--- config.mk ---
export PLATFORM = sky130hd
export DESIGN_NAME = spi_xfer_sequencer
export DESIGN_NICKNAME = d
export VERILOG_FILES = /design/src/rtl/spi_pkg.sv /design/src/rtl/spi_xfer_sequencer.sv
export SDC_FILE = /design/constraint.sdc
export NUM_CORES = 1
export LEC_CHECK = 0
export ABC_AREA = 0
export CAP_MARGIN = 20
export CORE_ASPECT_RATIO = 2
export CORE_MARGIN = 10
export CORE_UTILIZATION = 40
export CTS_CLUSTER_SIZE = 28
export DETAILED_ROUTE_END_ITERATION = 10
export PLACE_DENSITY = 0.77
export SYNTH_ARGS = -nofsm -noshare
export SYNTH_HDL_FRONTEND = slang
export SYNTH_SLANG_ARGS = --single-unit
--- constraint.sdc ---
create_clock -name clk_i -period 2.4 [get_ports clk_i]
set_input_delay 0.48 -clock clk_i [delete_from_list [all_inputs] [get_ports clk_i]]
set_output_delay 0.48 -clock clk_i [all_outputs]
set_load 0.05 [all_outputs]
--- src/rtl/spi_pkg.sv ---
// Shared definitions for the SPI transfer sequencer: default widths,
// FSM state encoding and the "what comes after a word" decision.
package spi_pkg;

    localparam int SPI_DATA_WIDTH = 16;
    localparam int SPI_REG_WIDTH  = 16;

    typedef enum logic [2:0] {
        ST_IDLE      = 3'd0,
        ST_FETCH     = 3'd1,
        ST_WAIT_RESP = 3'd2,
        ST_ACK       = 3'd3,
        ST_SHIFT     = 3'd4,
        ST_STORE     = 3'd5
    } state_t;

    // Start (or continue with) a word only while running and TX has data.
    function automatic state_t fetch_or_idle(input logic enable, input logic tx_empty);
        return (enable && !tx_empty) ? ST_FETCH : ST_IDLE;
    endfunction

endpackage

--- src/rtl/spi_xfer_sequencer.sv ---
// Sequences one SPI word at a time: pull a word from the TX FIFO, hand it
// to the shift engine, then push the received word into the RX FIFO
// (unless running TX-only). Every output comes straight from a flop.
module spi_xfer_sequencer
    import spi_pkg::*;
#(
    parameter int DATA_WIDTH = SPI_DATA_WIDTH,
    parameter int REG_WIDTH  = SPI_REG_WIDTH
) (
    input  logic                  clk_i,
    input  logic                  arst_i,
    input  logic                  soft_rst_i,
    input  logic                  enable_i,
    input  logic                  tx_only_i,
    // TX FIFO read side
    input  logic                  tx_empty_i,
    output logic                  tx_req_o,
    input  logic [DATA_WIDTH-1:0] tx_data_i,
    input  logic                  tx_resp_i,
    output logic                  tx_ack_o,
    // shift engine
    output logic                  shift_start_o,
    output logic [DATA_WIDTH-1:0] shift_data_o,
    input  logic                  shift_done_i,
    input  logic [DATA_WIDTH-1:0] shift_data_i,
    // RX FIFO write side
    input  logic                  rx_full_i,
    output logic                  rx_req_o,
    output logic [DATA_WIDTH-1:0] rx_data_o,
    input  logic                  rx_ack_i,
    // status
    output logic                  busy_o,
    output logic [REG_WIDTH-1:0]  xfer_count_o
);

    state_t                state_q, state_d;
    logic                  tx_req_q, tx_ack_q, shift_start_q, rx_req_q, busy_q;
    logic [DATA_WIDTH-1:0] shift_data_q, shift_data_d;
    logic [DATA_WIDTH-1:0] rx_data_q, rx_data_d;
    logic [REG_WIDTH-1:0]  count_q, count_d;
    logic                  word_done;

    // Next-state, datapath capture and word-completion decode.
    always_comb begin
        // NOTE: every signal gets a default before any branch, so no path
        // leaves one unassigned and no latch is inferred.
        state_d      = state_q;
        shift_data_d = shift_data_q;
        rx_data_d    = rx_data_q;
        count_d      = count_q;
        word_done    = 1'b0;

        if (soft_rst_i) begin
            // Abort whatever is in flight; the word is not counted.
            state_d      = ST_IDLE;
            shift_data_d = '0;
            rx_data_d    = '0;
            count_d      = '0;
        end else begin
            case (state_q)
                ST_IDLE:      state_d = fetch_or_idle(enable_i, tx_empty_i);
                ST_FETCH:     state_d = ST_WAIT_RESP;
                ST_WAIT_RESP: begin
                    if (tx_resp_i) begin
                        shift_data_d = tx_data_i;
                        state_d      = ST_ACK;
                    end
                end
                ST_ACK:       state_d = ST_SHIFT;
                ST_SHIFT: begin
                    if (shift_done_i) begin
                        rx_data_d = shift_data_i;
                        // tx_only_i matters only at this instant.
                        if (tx_only_i) begin
                            word_done = 1'b1;
                        end else begin
                            state_d = ST_STORE;
                        end
                    end
                end
                ST_STORE: begin
                    // A full RX FIFO just stretches the request.
                    if (rx_ack_i && !rx_full_i) begin
                        word_done = 1'b1;
                    end
                end
                default:      state_d = ST_IDLE;
            endcase

            // Finishing a word goes straight to the next fetch when possible;
            // enable_i only takes effect at this word boundary.
            if (word_done) begin
                state_d = fetch_or_idle(enable_i, tx_empty_i);
                count_d = count_q + REG_WIDTH'(1);
            end
        end
    end

    // State register and the strobes decoded from the upcoming state.
    always_ff @(posedge clk_i or posedge arst_i) begin
        if (arst_i) begin
            state_q       <= ST_IDLE;
            tx_req_q      <= 1'b0;
            tx_ack_q      <= 1'b0;
            shift_start_q <= 1'b0;
            rx_req_q      <= 1'b0;
            busy_q        <= 1'b0;
        end else begin
            // NOTE: non-blocking assignments in clocked blocks, so every flop
            // samples the pre-edge values regardless of statement order.
            state_q       <= state_d;
            tx_req_q      <= (state_d == ST_FETCH);
            tx_ack_q      <= (state_d == ST_ACK);
            shift_start_q <= (state_d == ST_ACK);
            rx_req_q      <= (state_d == ST_STORE);
            busy_q        <= (state_d != ST_IDLE);
        end
    end

    // TX word held for the shift engine and RX word held for the FIFO.
    always_ff @(posedge clk_i or posedge arst_i) begin
        if (arst_i) begin
            shift_data_q <= '0;
            rx_data_q    <= '0;
        end else begin
            shift_data_q <= shift_data_d;
            rx_data_q    <= rx_data_d;
        end
    end

    // Completed-word counter, wraps naturally at 2^REG_WIDTH.
    always_ff @(posedge clk_i or posedge arst_i) begin
        if (arst_i) begin
            count_q <= '0;
        end else begin
            count_q <= count_d;
        end
    end

    assign tx_req_o      = tx_req_q;
    assign tx_ack_o      = tx_ack_q;
    assign shift_start_o = shift_start_q;
    assign shift_data_o  = shift_data_q;
    assign rx_req_o      = rx_req_q;
    assign rx_data_o     = rx_data_q;
    assign busy_o        = busy_q;
    assign xfer_count_o  = count_q;

endmodule

==> flow_summary.toml, run 1 <==
[layout]
antenna_cells = 0
drive_above_1_share = 0.06983
area_delta_synth_final_pct = 46.83
nNetsFinal = 401
fin_area_mm2 = 0.003711

[clock_network]
cts_root_buf = "clkbuf_16"
postCtsSetupBuffers = 0
clk_latency_ns = 0.29
hold_buffers = 0
clk_pin_slew_ns = 0.07
numCtsBuffers = 5
cts_tree = "built"
cts_resized = 0
cts_buffer_depth = 2
numClockSinks = 55
htreeDepth = 2

[critical_path]
crit_fanout = 7
crit_path_start = "xfer_count_o[5]"
crit_path_max_incr_delay_ns = 0.86
reg2reg_slack_ns = 0.54
worst-path-stages = 1
critical_path_buf_inv_count = 1
end_kind = "primary output"
required_ns = 1.92
path_delay_family = "buffers and inverters"
worstPathArrival_ns = 1.62
worstSetupStartpointType = "flip-flop"
worst_path_max_delay_cell = "clkdlybuf4s50_1"
worstReg2RegEnd = "xfer_count_o[11]"
endpoint = "xfer_count_o[5]"
regToRegStartpoint = "state_q[0]"
crit_chain = "clkdlybuf4s50_1"
criticalPathCategory = "reg -> out"
r2r_cells = 4

[floorplan]
start_util = 0.4072
coreArea_mm2 = 0.006207
die_area_mm2 = 0.01009
pin_count = 95
die_w_um = 76.21
fp.dieH_um = 132.4
rows = 41

[routing]
drc = 0
dr_total_vias = 2218
drt-vias-per-instance = 4.995
ant_nets = 0
drt_iter0_drc = 123
wl_um = 6826
wl_per_cell_um = 15.37
first_pass_iters = 4

[sta]
period_share = 0.8754
worst-slew-pin-transition_ns = 0.7052
rsz0062_at_grt = "no"
hold_viol_final = 0
setup_viol_count_final = 0
skew_ns = 0.004787
fmaxAchievable_ghz = 0.4760
finalMaxSlewViolations = 0
relSlewSlack = 0.5298
layout_min_cycle_time_ns = 2.101
setup_tns_ns = 0

[power_and_ir_drop]
leakagePower_nw = 1.469
powerDensity_mw_per_mm2 = 534.7
ir_drop_uv = 532.1

[flow_run]
max_cap_viol_count = 0

[synthesis]
netlist_instances = 266
ys_seq_elements = 55
seq_area_frac_synth = 0.5446
ys_types = 32
ys_warn_count = 0
avgSynthCellArea_um2 = 9.502
synth-edff-count = 0
async_reset_ff_frac = 1.000
synth_top_flop_cell = "dfrtp_1"
syn_nets = 309
syn-cell-area_mm2 = 0.002527

[placement]
hpwl_um = 5278
postPlaceCellArea_mm2 = 0.003552
port_buffers = 94
gp_congestion = 0.8114

[grt]
grt_antenna_before_repair = 0
first_global_vias = 2196
grt_max_degree = 42
grt_pass1_wl_um = 11390
grt.overflow.total = 0
grt_usage = 0.1329

[hold_path]
hp-class = "reg -> reg"

[outcome]
status = "finished clean"
-- metrics by stage --
stage | instances | power, W | setup WS [ns] | util | hold WS, ns
after floorplan | 266 | 0.001094 | 0.5285 | - | 0.5096
after global placement | 437 | 0.001209 | 0.1938 | 0.5723 | 0.5091
after detailed placement | 437 | 0.001213 | 0.09795 | 0.5723 | 0.5146
after CTS | 444 | 0.002003 | 0.2835 | 0.5979 | 0.5239
after global routing | 444 | 0.002065 | 0.2307 | 0.5979 | 0.5406
final | 444 | 0.001984 | 0.2991 | 0.5979 | 0.5225
-- worst min path at each step --
stage | from | end | depth (start not counted)
after CTS | shift_data_o[3] | shift_data_o[3] | 2
after detailed placement | shift_data_o[3] | shift_data_o[3] | 2
after global placement | shift_data_o[9] | shift_data_o[9] | 2
after global routing | rx_data_o[9] | rx_data_o[9] | 2
after floorplan | state_q[2] | state_q[1] | 1
final | shift_data_o[3] | shift_data_o[3] | 2
-- logic make-up after synthesis --
| group | Yosys count | share of synthesized area |
|---|---|---|
| and+or+nand+nor | 120 | 0.2252 |
| AOI/OAI and AO/OA | 60 | 0.1515 |
| DFF | 55 | 0.5446 |
| buffers and inverters | 19 | 0.03317 |
| xor gates and xnor gates | 8 | 0.02772 |
| muxes | 3 | 0.01287 |
| adders and majority gates | 1 | 0.004950 |
-- synthesized netlist by cell type (4+ instances only) --
cell type / count / area, um2
a31o_2: 5 / 43.79
nor2_1: 21 / 78.83
dfrtp_1: 55 / 1376
nand3_1: 5 / 25.02
nor2b_1: 5 / 31.28
clkbuf_1: 7 / 26.28
xnor2_1: 8 / 70.07
nand3b_1: 4 / 30.03
nor3_1: 4 / 20.02
a21oi_1: 41 / 205.2
nand2_1: 65 / 244.0
a211oi_1: 6 / 45.04
nand2b_1: 5 / 31.28
inv_1: 6 / 22.52
buf_2: 4 / 20.02
nand4_1: 4 / 25.02
-- sequential cells by signal, indices dropped and copies added, names as in the netlist --
register,cells
shift_data_o,16
rx_req_o,1
xfer_count_o,16
shift_start_o,1
rx_data_o,16
tx_req_o,1
state_q,3
busy_o,1
-- layout by cell type, fill, tap and decap left out, types with 2 or more instances in the layout --
cell and n:
xnor2_1 8, buf_4 3, nand3_1 5, a31o_2 5
nand3b_1 4, clkdlybuf4s50_1 93, clkbuf_16 5, dfrtp_1 55
a211oi_1 6, nand4_1 4, inv_1 5, a211oi_4 2
nor2_1 21, nand3b_4 2, mux2_2 2, nand2b_1 5
nand2_1 65, nor2b_1 5, a2111oi_0 2, a21oi_1 41
nor3_1 4
-- area by class of cell --
class	count	area, um2
Clock buffer	6	128.9
Clock inverter	1	30.03
Fill cell	548	2496
Inverter	6	22.52
Multi-Input combinational cell	192	1067
Sequential cell	55	1376
Tap cell	86	107.6
Timing Repair Buffer	98	978.4
-- routing by layer --
layer	GRT usage	vias to the layer above	share of wire
met4	0.03119	0	0.0085
met5	0	-	0
met1	0.1683	1033	0.46
met2	0.2015	99	0.42
li1	-	1081	-
met3	0.06038	5	0.11
-- report_power, final --
group	internal [W]	total (W)	leakage [nW]	switching, W
combinational	0.000108	0.000238	0.627	0.000131
clock	0.000487	0.000790	0.0769	0.000303
sequential	0.000942	0.000956	0.765	0.0000144
Power figures use the tool's default switching activity.
==> run 2: changes to the inputs <==
--- a/config.mk
+++ b/config.mk
@@ -8,7 +8,7 @@
 export ABC_AREA = 0
 export CAP_MARGIN = 20
 export CORE_ASPECT_RATIO = 2
-export CORE_MARGIN = 10
+export CORE_MARGIN = 2
 export CORE_UTILIZATION = 40
 export CTS_CLUSTER_SIZE = 28
 export DETAILED_ROUTE_END_ITERATION = 10
==> run 2 against run 1 <==
Routed wire length is 11% lower. Utilization shrank 0.10 points. Combinational power barely moved. Non-clock buffer count grew 2. Hold slack worse by 0.012 ns. Via count down 0.86%.
==> flow_summary.toml, run 2 (same netlist as run 1, synthesis figures left out) <==
[grt]
grt.overflow.total = 0
grt_max_degree = 40
grt_usage = 0.1842
grt_antenna_before_repair = 0
first_global_vias = 2232
grt_pass1_wl_um = 10090

[floorplan]
start_util = 0.4072
rows = 41
die_w_um = 60.21
die_area_mm2 = 0.007009
coreArea_mm2 = 0.006207
fp.dieH_um = 116.4
pin_count = 95

[hold_path]
hp-class = "in -> async"

[critical_path]
worstSetupStartpointType = "flip-flop"
crit_chain = "clkdlybuf4s50_1"
criticalPathCategory = "reg -> out"
path_delay_family = "buffers and inverters"
worstPathArrival_ns = 1.63
critical_path_buf_inv_count = 1
crit_path_max_incr_delay_ns = 0.85
required_ns = 1.92
crit_fanout = 7
worst_path_max_delay_cell = "clkdlybuf4s50_1"
end_kind = "primary output"

[power_and_ir_drop]
p_comb_frac = 0.123
p_sw_frac = 0.2461
leakagePower_nw = 1.467
sequentialPowerShare = 0.501
powerDensity_mw_per_mm2 = 514.8
pwr-share-clk = 0.376
netSwitchingPower_w = 0.0004693
ir_drop_uv = 321.0
p_int_w = 0.001438

[routing]
drt_iter0_drc = 119
first_pass_iters = 4
wl_per_cell_um = 13.52
wl_um = 6044
drt-vias-per-instance = 4.919
ant_nets = 0
drc = 0
dr_total_vias = 2199

[clock_network]
cts_tree = "built"
cts_resized = 0
hold_buffers = 0
cts_buffer_depth = 2
numClockSinks = 55
postCtsSetupBuffers = 0
numCtsBuffers = 5
clk_latency_ns = 0.29
cts_root_buf = "clkbuf_16"
clk_pin_slew_ns = 0.07
htreeDepth = 2

[sta]
worst-slew-pin-transition_ns = 0.6324
relSlewSlack = 0.5771
layout_min_cycle_time_ns = 2.109
hold_viol_final = 0
rsz0062_at_grt = "no"
fmaxAchievable_ghz = 0.4743
setup_viol_count_final = 0
finalMaxSlewViolations = 0
skew_ns = 0.006162
period_share = 0.8786
setup_tns_ns = 0

[layout]
layout_commonest_cell = "clkdlybuf4s50_1"
nNetsFinal = 403
ff_latch_area_mm2 = 0.001376
finish.utilization = 0.5969
fill_cells = 561
antenna_cells = 0
mostFrequentLayoutCells = "clkdlybuf4s50_1, nand2_1, dfrtp_1"
drive_above_1_share = 0.08033
multiInputGateArea_mm2 = 0.001067
area_delta_synth_final_pct = 46.58

[placement]
port_buffers = 94
gp_congestion = 0.8309
hpwl_um = 4439

[flow_run]
max_cap_viol_count = 0

[outcome]
status = "finished clean"
[run 2: area by class of cell]
type	count	area share
sequential	55	0.3715
clock buffer	5	0.03377
tap	86	0.02904
clock inverter	3	0.006754
timing repair buffer	100	0.2648
inverter	6	0.006079
multi-input combinational	192	0.2881
[run 2: layer usage]
metal  up-vias  share of wire  track usage
li1       1084              -            -
met1      1017           0.45       0.2540
met2        92           0.46       0.2877
met3         6          0.088      0.04540
met4         0          0.010      0.05037
met5         -              0            0
[run 2: power by group through the flow]
stage | combinational, W | clock [W] | sequential [W]
finish | 0.000235 | 0.000716 | 0.000956
global route | 0.000254 | 0.000778 | 0.000958
CTS | 0.000238 | 0.000735 | 0.000956
detailed placement | 0.000236 | 0 | 0.000973
global placement | 0.000234 | 0 | 0.000973
floorplan | 0.0000820 | 0 | 0.00101
[run 2: final timing paths]
path,startpoint,to,slack [ns],cells past startpoint
max,xfer_count_o[5],xfer_count_o[5],0.29,1
min,arst_i,shift_data_o[0],0.51,2
max reg2reg,state_q[0],xfer_count_o[11],0.59,4
min reg2reg,rx_data_o[4],rx_data_o[4],0.52,2
max in group asynchronous,arst_i,shift_data_o[15],1.25,3
min in group clk_i,rx_data_o[4],rx_data_o[4],0.52,2
[run 2: metrics by stage]
stage	setup WS (ns)	instance area, um2	hold slack [ns]	cells	total power, W
final	0.2914	3705	0.5106	447	0.001907
after global routing	0.2196	3705	0.5497	447	0.001990
after CTS	0.2851	3705	0.5240	447	0.001928
after detailed placement	0.1553	3555	0.5167	439	0.001209
after global placement	0.2163	3555	0.5104	439	0.001207
after floorplan	0.5285	2527	0.5096	266	0.001094
